===== config.mk =====
export PLATFORM = sky130hd
export DESIGN_NAME = rx_ctrl_demux
export DESIGN_NICKNAME = d
export VERILOG_FILES = /design/src/rtl/rx_ctrl_demux.sv
export SDC_FILE = /design/constraint.sdc
export NUM_CORES = 1
export LEC_CHECK = 0
export ABC_AREA = 0
export CAP_MARGIN = 0
export CORE_MARGIN = 5
export CORE_UTILIZATION = 50
export DETAILED_ROUTE_END_ITERATION = 12
export PLACE_DENSITY_LB_ADDON = 0.3
export SYNTH_ARGS = -nofsm -noshare
export SYNTH_HDL_FRONTEND = slang
export SYNTH_SLANG_ARGS = --single-unit

===== constraint.sdc =====
create_clock -name clk -period 2.15 [get_ports clk]
set_input_delay 0.645 -clock clk [delete_from_list [all_inputs] [get_ports clk]]
set_output_delay 0.645 -clock clk [all_outputs]
set_load 0.05 [all_outputs]

===== src/rtl/rx_ctrl_demux.sv =====
`default_nettype none
// ============================================================================
// rx_ctrl_demux : receive-side K-symbol classifier and TLP/DLLP deframer.
//                 Strips framing, PAD and ordered sets; emits payload bytes.
// Revision      : 1.0
// ============================================================================
module rx_ctrl_demux #(
  parameter int MAX_LEN = 64
) (
  input  logic       clk,
  input  logic       reset_L,
  input  logic [7:0] data_in,
  input  logic       k_in,
  input  logic       valid_in,
  output logic [7:0] data_out,
  output logic       valid_out,
  output logic       sop,
  output logic       eop,
  output logic       pkt_type,
  output logic       nullified,
  output logic [3:0] sym_code,
  output logic       os_det,
  output logic [1:0] os_kind,
  output logic       err
);
  localparam int c_LEN_W = $clog2(MAX_LEN + 1);
  localparam logic [c_LEN_W-1:0] c_MAX_LEN = c_LEN_W'(MAX_LEN);

  localparam logic [3:0] c_DATA = 4'd0, c_COM = 4'd1, c_PAD = 4'd2, c_SKP = 4'd3,
                         c_STP  = 4'd4, c_SDP = 4'd5, c_END = 4'd6, c_EDB = 4'd7,
                         c_FTS  = 4'd8, c_IDL = 4'd9, c_UNK = 4'd15;

  localparam logic [1:0] c_S_IDLE = 2'd0, c_S_OS = 2'd1, c_S_TLP = 2'd2, c_S_DLLP = 2'd3;

  logic [1:0]         r_state, w_state_nxt, w_idle_tgt;
  logic [1:0]         r_os_cnt, r_os_kind, w_sym_kind, w_os_kind;
  logic [7:0]         r_hold;
  logic               r_hold_vld, r_first, r_type;
  logic [c_LEN_W-1:0] r_len;
  logic [3:0]         w_code;
  logic               w_is_os, w_in_pkt, w_idle_proc, w_overflow, w_accept;
  logic               w_emit, w_eop, w_null, w_err, w_os_det;

  always_comb begin
    w_code = c_DATA;
    if (k_in) begin
      case (data_in)
        8'hBC:   w_code = c_COM;
        8'hF7:   w_code = c_PAD;
        8'h1C:   w_code = c_SKP;
        8'hFB:   w_code = c_STP;
        8'h5C:   w_code = c_SDP;
        8'hFD:   w_code = c_END;
        8'hFE:   w_code = c_EDB;
        8'h3C:   w_code = c_FTS;
        8'h7C:   w_code = c_IDL;
        default: w_code = c_UNK;
      endcase
    end
  end

  assign w_is_os     = (w_code == c_SKP) || (w_code == c_FTS) || (w_code == c_IDL);
  assign w_sym_kind  = (w_code == c_FTS) ? 2'd1 : (w_code == c_IDL) ? 2'd2 : 2'd0;
  assign w_in_pkt    = (r_state == c_S_TLP) || (r_state == c_S_DLLP);
  // A symbol that ends an ordered set is handled exactly as it would be in IDLE.
  assign w_idle_proc = (r_state == c_S_IDLE) || ((r_state == c_S_OS) && !w_is_os);
  assign w_overflow  = (r_len == c_MAX_LEN);
  assign w_accept    = w_in_pkt && (w_code == c_DATA) && !w_overflow;

  always_comb begin
    case (w_code)
      c_COM:   w_idle_tgt = c_S_OS;
      c_STP:   w_idle_tgt = c_S_TLP;
      c_SDP:   w_idle_tgt = c_S_DLLP;
      default: w_idle_tgt = c_S_IDLE;
    endcase
  end

  always_ff @(posedge clk or negedge reset_L) begin
    if (!reset_L) r_state <= c_S_IDLE;
    else          r_state <= w_state_nxt;
  end

  always_comb begin
    w_state_nxt = r_state;
    if (valid_in) begin
      if (w_idle_proc)
        w_state_nxt = w_idle_tgt;
      else if (r_state == c_S_OS) begin
        if (r_os_cnt == 2'd2) w_state_nxt = c_S_IDLE;
      end else if (!w_accept)
        w_state_nxt = c_S_IDLE;
    end
  end

  always_comb begin
    w_emit    = 1'b0;
    w_eop     = 1'b0;
    w_null    = 1'b0;
    w_err     = 1'b0;
    w_os_det  = 1'b0;
    w_os_kind = 2'd3;
    if (valid_in) begin
      if (r_state == c_S_OS) begin
        if (w_is_os) begin
          if ((r_os_cnt != 2'd0) && (w_sym_kind != r_os_kind)) w_err = 1'b1;
          if (r_os_cnt == 2'd2) begin
            w_os_det  = 1'b1;
            w_os_kind = r_os_kind;
          end
        end else begin
          w_os_det  = 1'b1;
          w_os_kind = (r_os_cnt == 2'd0) ? 2'd3 : r_os_kind;
        end
      end
      if (w_idle_proc) begin
        case (w_code)
          c_COM, c_STP, c_SDP, c_PAD, c_IDL: w_err = 1'b0;
          default:                           w_err = 1'b1;
        endcase
      end else if (w_in_pkt) begin
        case (w_code)
          c_DATA: begin
            if (w_overflow) w_err  = 1'b1;
            else            w_emit = r_hold_vld;
          end
          c_END: begin
            w_emit = r_hold_vld;
            w_eop  = r_hold_vld;
            w_err  = !r_hold_vld;
          end
          c_EDB: begin
            w_emit = r_hold_vld && (r_state == c_S_TLP);
            w_eop  = w_emit;
            w_null = w_emit;
            w_err  = !w_emit;
          end
          default: w_err = 1'b1;
        endcase
      end
    end
  end

  always_ff @(posedge clk or negedge reset_L) begin
    if (!reset_L) begin
      r_hold     <= 8'd0;
      r_hold_vld <= 1'b0;
      r_first    <= 1'b0;
      r_type     <= 1'b0;
      r_len      <= '0;
      r_os_cnt   <= 2'd0;
      r_os_kind  <= 2'd0;
    end else if (valid_in) begin
      if (w_accept) begin
        r_hold     <= data_in;
        r_hold_vld <= 1'b1;
        r_len      <= r_len + 1'b1;
        if (w_emit) r_first <= 1'b0;
      end else if (w_idle_proc && ((w_code == c_STP) || (w_code == c_SDP))) begin
        r_hold_vld <= 1'b0;
        r_len      <= '0;
        r_first    <= 1'b1;
        r_type     <= (w_code == c_SDP);
      end else if ((w_state_nxt != c_S_TLP) && (w_state_nxt != c_S_DLLP)) begin
        r_hold_vld <= 1'b0;
        r_len      <= '0;
      end
      if (w_idle_proc && (w_code == c_COM))
        r_os_cnt <= 2'd0;
      else if ((r_state == c_S_OS) && w_is_os) begin
        r_os_cnt <= (r_os_cnt == 2'd3) ? r_os_cnt : r_os_cnt + 2'd1;
        if (r_os_cnt == 2'd0) r_os_kind <= w_sym_kind;
      end
    end
  end

  // Beat markers and pulses are single-cycle; payload fields hold their last value.
  always_ff @(posedge clk or negedge reset_L) begin
    if (!reset_L) begin
      data_out  <= 8'd0;
      valid_out <= 1'b0;
      sop       <= 1'b0;
      eop       <= 1'b0;
      pkt_type  <= 1'b0;
      nullified <= 1'b0;
      sym_code  <= 4'd0;
      os_det    <= 1'b0;
      os_kind   <= 2'd0;
      err       <= 1'b0;
    end else begin
      valid_out <= 1'b0;
      sop       <= 1'b0;
      eop       <= 1'b0;
      os_det    <= 1'b0;
      err       <= 1'b0;
      if (valid_in) begin
        sym_code  <= w_code;
        err       <= w_err;
        os_det    <= w_os_det;
        valid_out <= w_emit;
        sop       <= w_emit && r_first;
        eop       <= w_eop;
        if (w_os_det) os_kind <= w_os_kind;
        if (w_emit) begin
          data_out  <= r_hold;
          pkt_type  <= r_type;
          nullified <= w_null;
        end
      end
    end
  end
endmodule
`default_nettype wire


==> metrics.log <==
[metrics] number of nets in the final layout: 314
[metrics] largest family of logic cells by synthesized area: simple AND/OR/NAND/NOR gates
[metrics] Die Wd: 80.1 um
[metrics] iteration count of the initial detailed-routing pass: 4
[metrics] VDD IR-drop max: 0.000485 V
[metrics] Achievable Freq: 471 MHz
[metrics] core box area: 4750 um2
[metrics] final setup vio count: 0
[metrics] clock slew at the register clock pins of the worst setup and hold paths: 0.08 ns
[metrics] Post-synth top cells: dfrtp_1 (45), inv_1 (19), nand2_1 (14), o21ai_0 (13)
[metrics] Primary FF master, synth: dfrtp_1
[metrics] pin count of the biggest net entering global routing: 24
[metrics] final non-filler cell total: 364
[metrics] clk_skew: 0.00489 ns
[metrics] filler instances: 347
[metrics] maximum root-to-sink buffer count: 2
[metrics] worst hold-check path type: input pin to asynchronous set/reset pin
[metrics] total wire length: 5850 um
[metrics] CTS HTree Levels: 2
[metrics] CTS sink cnt: 45
[metrics] detailed-placement wirelength estimate: 4050 um
[metrics] leading post-synthesis cells by cell area: dfrtp_1 (46%), mux2_4 (6.7%), mux2_2 (5.0%)
[metrics] Max Transition Viols Final: 0
[metrics] number of vias after detailed routing: 2,007
[metrics] Overflow after GRT: 0
[metrics] Lkg Pwr: 1.68 nW
[metrics] critical path start-end classification: input pin to flop
[metrics] Mapped Area: 2460 um2
[metrics] diode count: 0
[metrics] all-layer global routing usage: 0.193
[metrics] number of antenna violations at the first check in global routing: 0
[metrics] PD cells: 496 nW/um2
[metrics] number of antenna-violating nets in the routed design: 0
[metrics] Synth Warn #: 0
[metrics] portion of netlist area occupied by mux cells: 0.147
[metrics] CTS root buffer: clkbuf_8
[metrics] most used standard cell by instance count after synthesis: dfrtp_1
[metrics] fraction of post-synthesis cell area in the top cell type by area: 0.458
[metrics] clock tree from TritonCTS: built
[metrics] xor/xnor share of the synthesized area: 0.0107
[metrics] via count of the first global-routing pass: 1,931
[metrics] clock period minus worst slack: 2.12 ns
[metrics] number of distinct standard cells referenced by the synthesized netlist: 50
[metrics] ports placed on the boundary: 33
[metrics] Skew-Pair Late Insertion Delay: 0.30 ns
[metrics] Worst EP required: 2.34 ns
[metrics] run status: finished clean
[metrics] Initial Util: 0.517
[metrics] Compound-Gate Fraction of Synth Area: 0.137
[metrics] kind of end point of the critical path: flop
[metrics] cell type with the highest aggregate area in the netlist: dfrtp_1
[metrics] net count after synthesis: 240
[metrics] kind of start point of the critical path: input pin
[metrics] Core Util, Final: 0.714
[metrics] Synth Area per Inst: 11.0 um2
[metrics] proportion of layout cells with a drive suffix above 1: 0.424
[metrics] arrival time reported for the critical path endpoint: 2.31 ns
[metrics] number of synthesized flops with an enable pin: 0
[metrics] peak fanout along the critical path: 4
[metrics] post-DR wirelength/cell: 16.1 um
[metrics] max_slew headroom: 0.623
[metrics] count of buffers inserted at the top-level ports: 32
[metrics] cell count after synthesis: 223
[metrics] final worst-path cycle share: 0.987
[metrics] drt via density: 5.51
[metrics] die area: 6420 um2
[metrics] number of storage elements in the synthesis netlist: 45
[metrics] sequential cell area fraction in the yosys report: 0.458
[metrics] share of flip-flops with an asynchronous set or reset: 1.00
[metrics] routability congestion estimate from global placement: 0.901
[metrics] Site Rows: 25
[metrics] share of synthesized cell area in full adder, half adder and majority cells: 0.0254
[metrics] wire length of the first global-routing pass: 9570 um
[metrics] die outline height: 80.1 um
[metrics] final number of hold-violating endpoints: 0
[metrics] starting DRC count in detailed routing: 167
[metrics] sequential standard cell area: 1130 um2
[metrics] layout overhead on the synthesized area: 38.0%
[metrics] reported max-cap violation count: 0
[metrics] number of remaining DRC errors: 0
[metrics] Inst Count DP: 351
[metrics] worst hold margin: 0.334 ns
[metrics] RSZ-0062 raised after global routing: true
[metrics] simple-gate share of the synthesized area: 0.165
[metrics] Tightest Pin Transition: 0.565 ns
[metrics] clock buffer count from CTS: 5
[metrics] area of combinational cells with multiple inputs: 1370 um2
registers in the layout, summed over array words and instances, names as in the netlist:
register	count
pkt_type	1
eop	1
r_state	2
r_os_kind	2
data_out	8
os_det	1
r_os_cnt	2
r_first	1
err	1
nullified	1
r_hold_vld	1
os_kind	2
valid_out	1
sop	1
r_hold	8
sym_code	4
r_type	1
r_len	7
worst paths after layout:
check                                    to  cells after the start      from  slack [ns]
worst max-delay path                    err                      6      k_in        0.03
worst min-delay path            data_out[0]                      1   reset_L        0.33
worst max register to register    nullified                      7  r_len[0]        0.20
worst min register to register      r_first                      2   r_first        0.49
max in group asynchronous               eop                      2   reset_L        1.30
min in group clk                    r_first                      2   r_first        0.49
cells in the final DEF (no fill, tap or decap), types with 3 or more instances in the layout:
cell type	Yosys	routed
nor3_1	6	5
buf_4	3	51
ha_1	5	5
a21oi_1	8	7
mux2_2	11	11
nor2_1	6	5
o21ai_0	13	13
o21a_1	3	3
buf_2	2	7
and3_1	4	3
nand3_1	10	9
dfrtp_1	45	45
clkdlybuf4s50_1	0	8
buf_6	2	4
clkbuf_8	0	6
and2_4	1	3
buf_12	0	4
mux2i_1	6	6
mux2_4	11	12
nand4_1	5	5
inv_1	19	19
nand2_1	14	13
dlymetal6s2s_1	0	3
worst max-delay path, stage by stage:
cell	delay [ns]
clkdlybuf4s50_1	0.53
nand4_1	0.28
buf_4	0.24
a21oi_1	0.17
a211oi_2	0.11
a2111oi_4	0.33
kinds of logic after synthesis:
family / Yosys count
fa+ha+maj: 5
compound gates: 44
flops: 45
buf+inv: 30
xor+xnor: 3
simple gates: 67
mux: 29
final cells by class:
type / instances / area share
clock buffers: 7 / 0.0254
repair buffers: 77 / 0.195
well taps: 67 / 0.0247
multi-input cells: 149 / 0.402
inverters: 19 / 0.0210
flip-flops and latches: 45 / 0.332
timing repair:
item / in CTS / in global routing
setup endpoints to repair: 27 / 20
pin swaps: 10 / 3
hold buffers: 0 / 0
cloned: 1 / 0
setup buffers: 4 / 1
gates resized for setup: 51 / 20
layer usage:
metal  global-route usage  vias to the layer above  wire (um)
li1                     -                      953          -
met1                0.271                      988       2580
met2                0.296                       60       2830
met3               0.0448                        6        348
met4               0.0591                        0         89
met5                    0                        -          0
power by group:
| part | internal [mW] | switching [mW] | total (mW) | leakage (nW) |
|---|---|---|---|---|
| registers | 0.879 | 0.0162 | 0.895 | 0.604 |
| logic | 0.119 | 0.150 | 0.269 | 1.03 |
| clock network | 0.255 | 0.264 | 0.519 | 0.0443 |
metrics by stage:
stage	worst slack, ns	power, mW	setup TNS (ns)	cell area (um2)
3_3_place_gp	-0.820	1.15	-17.74	3120
6_report	0.0284	1.68	0	3390
3_5_place_dp	-0.832	1.16	-18.73	3120
4_1_cts	0.00858	1.69	0	3340
5_1_grt	-0.0318	1.77	-0.0318	3390
2_1_floorplan	-0.192	1.04	-1.95	2500
(Power assumes the default switching activity.)
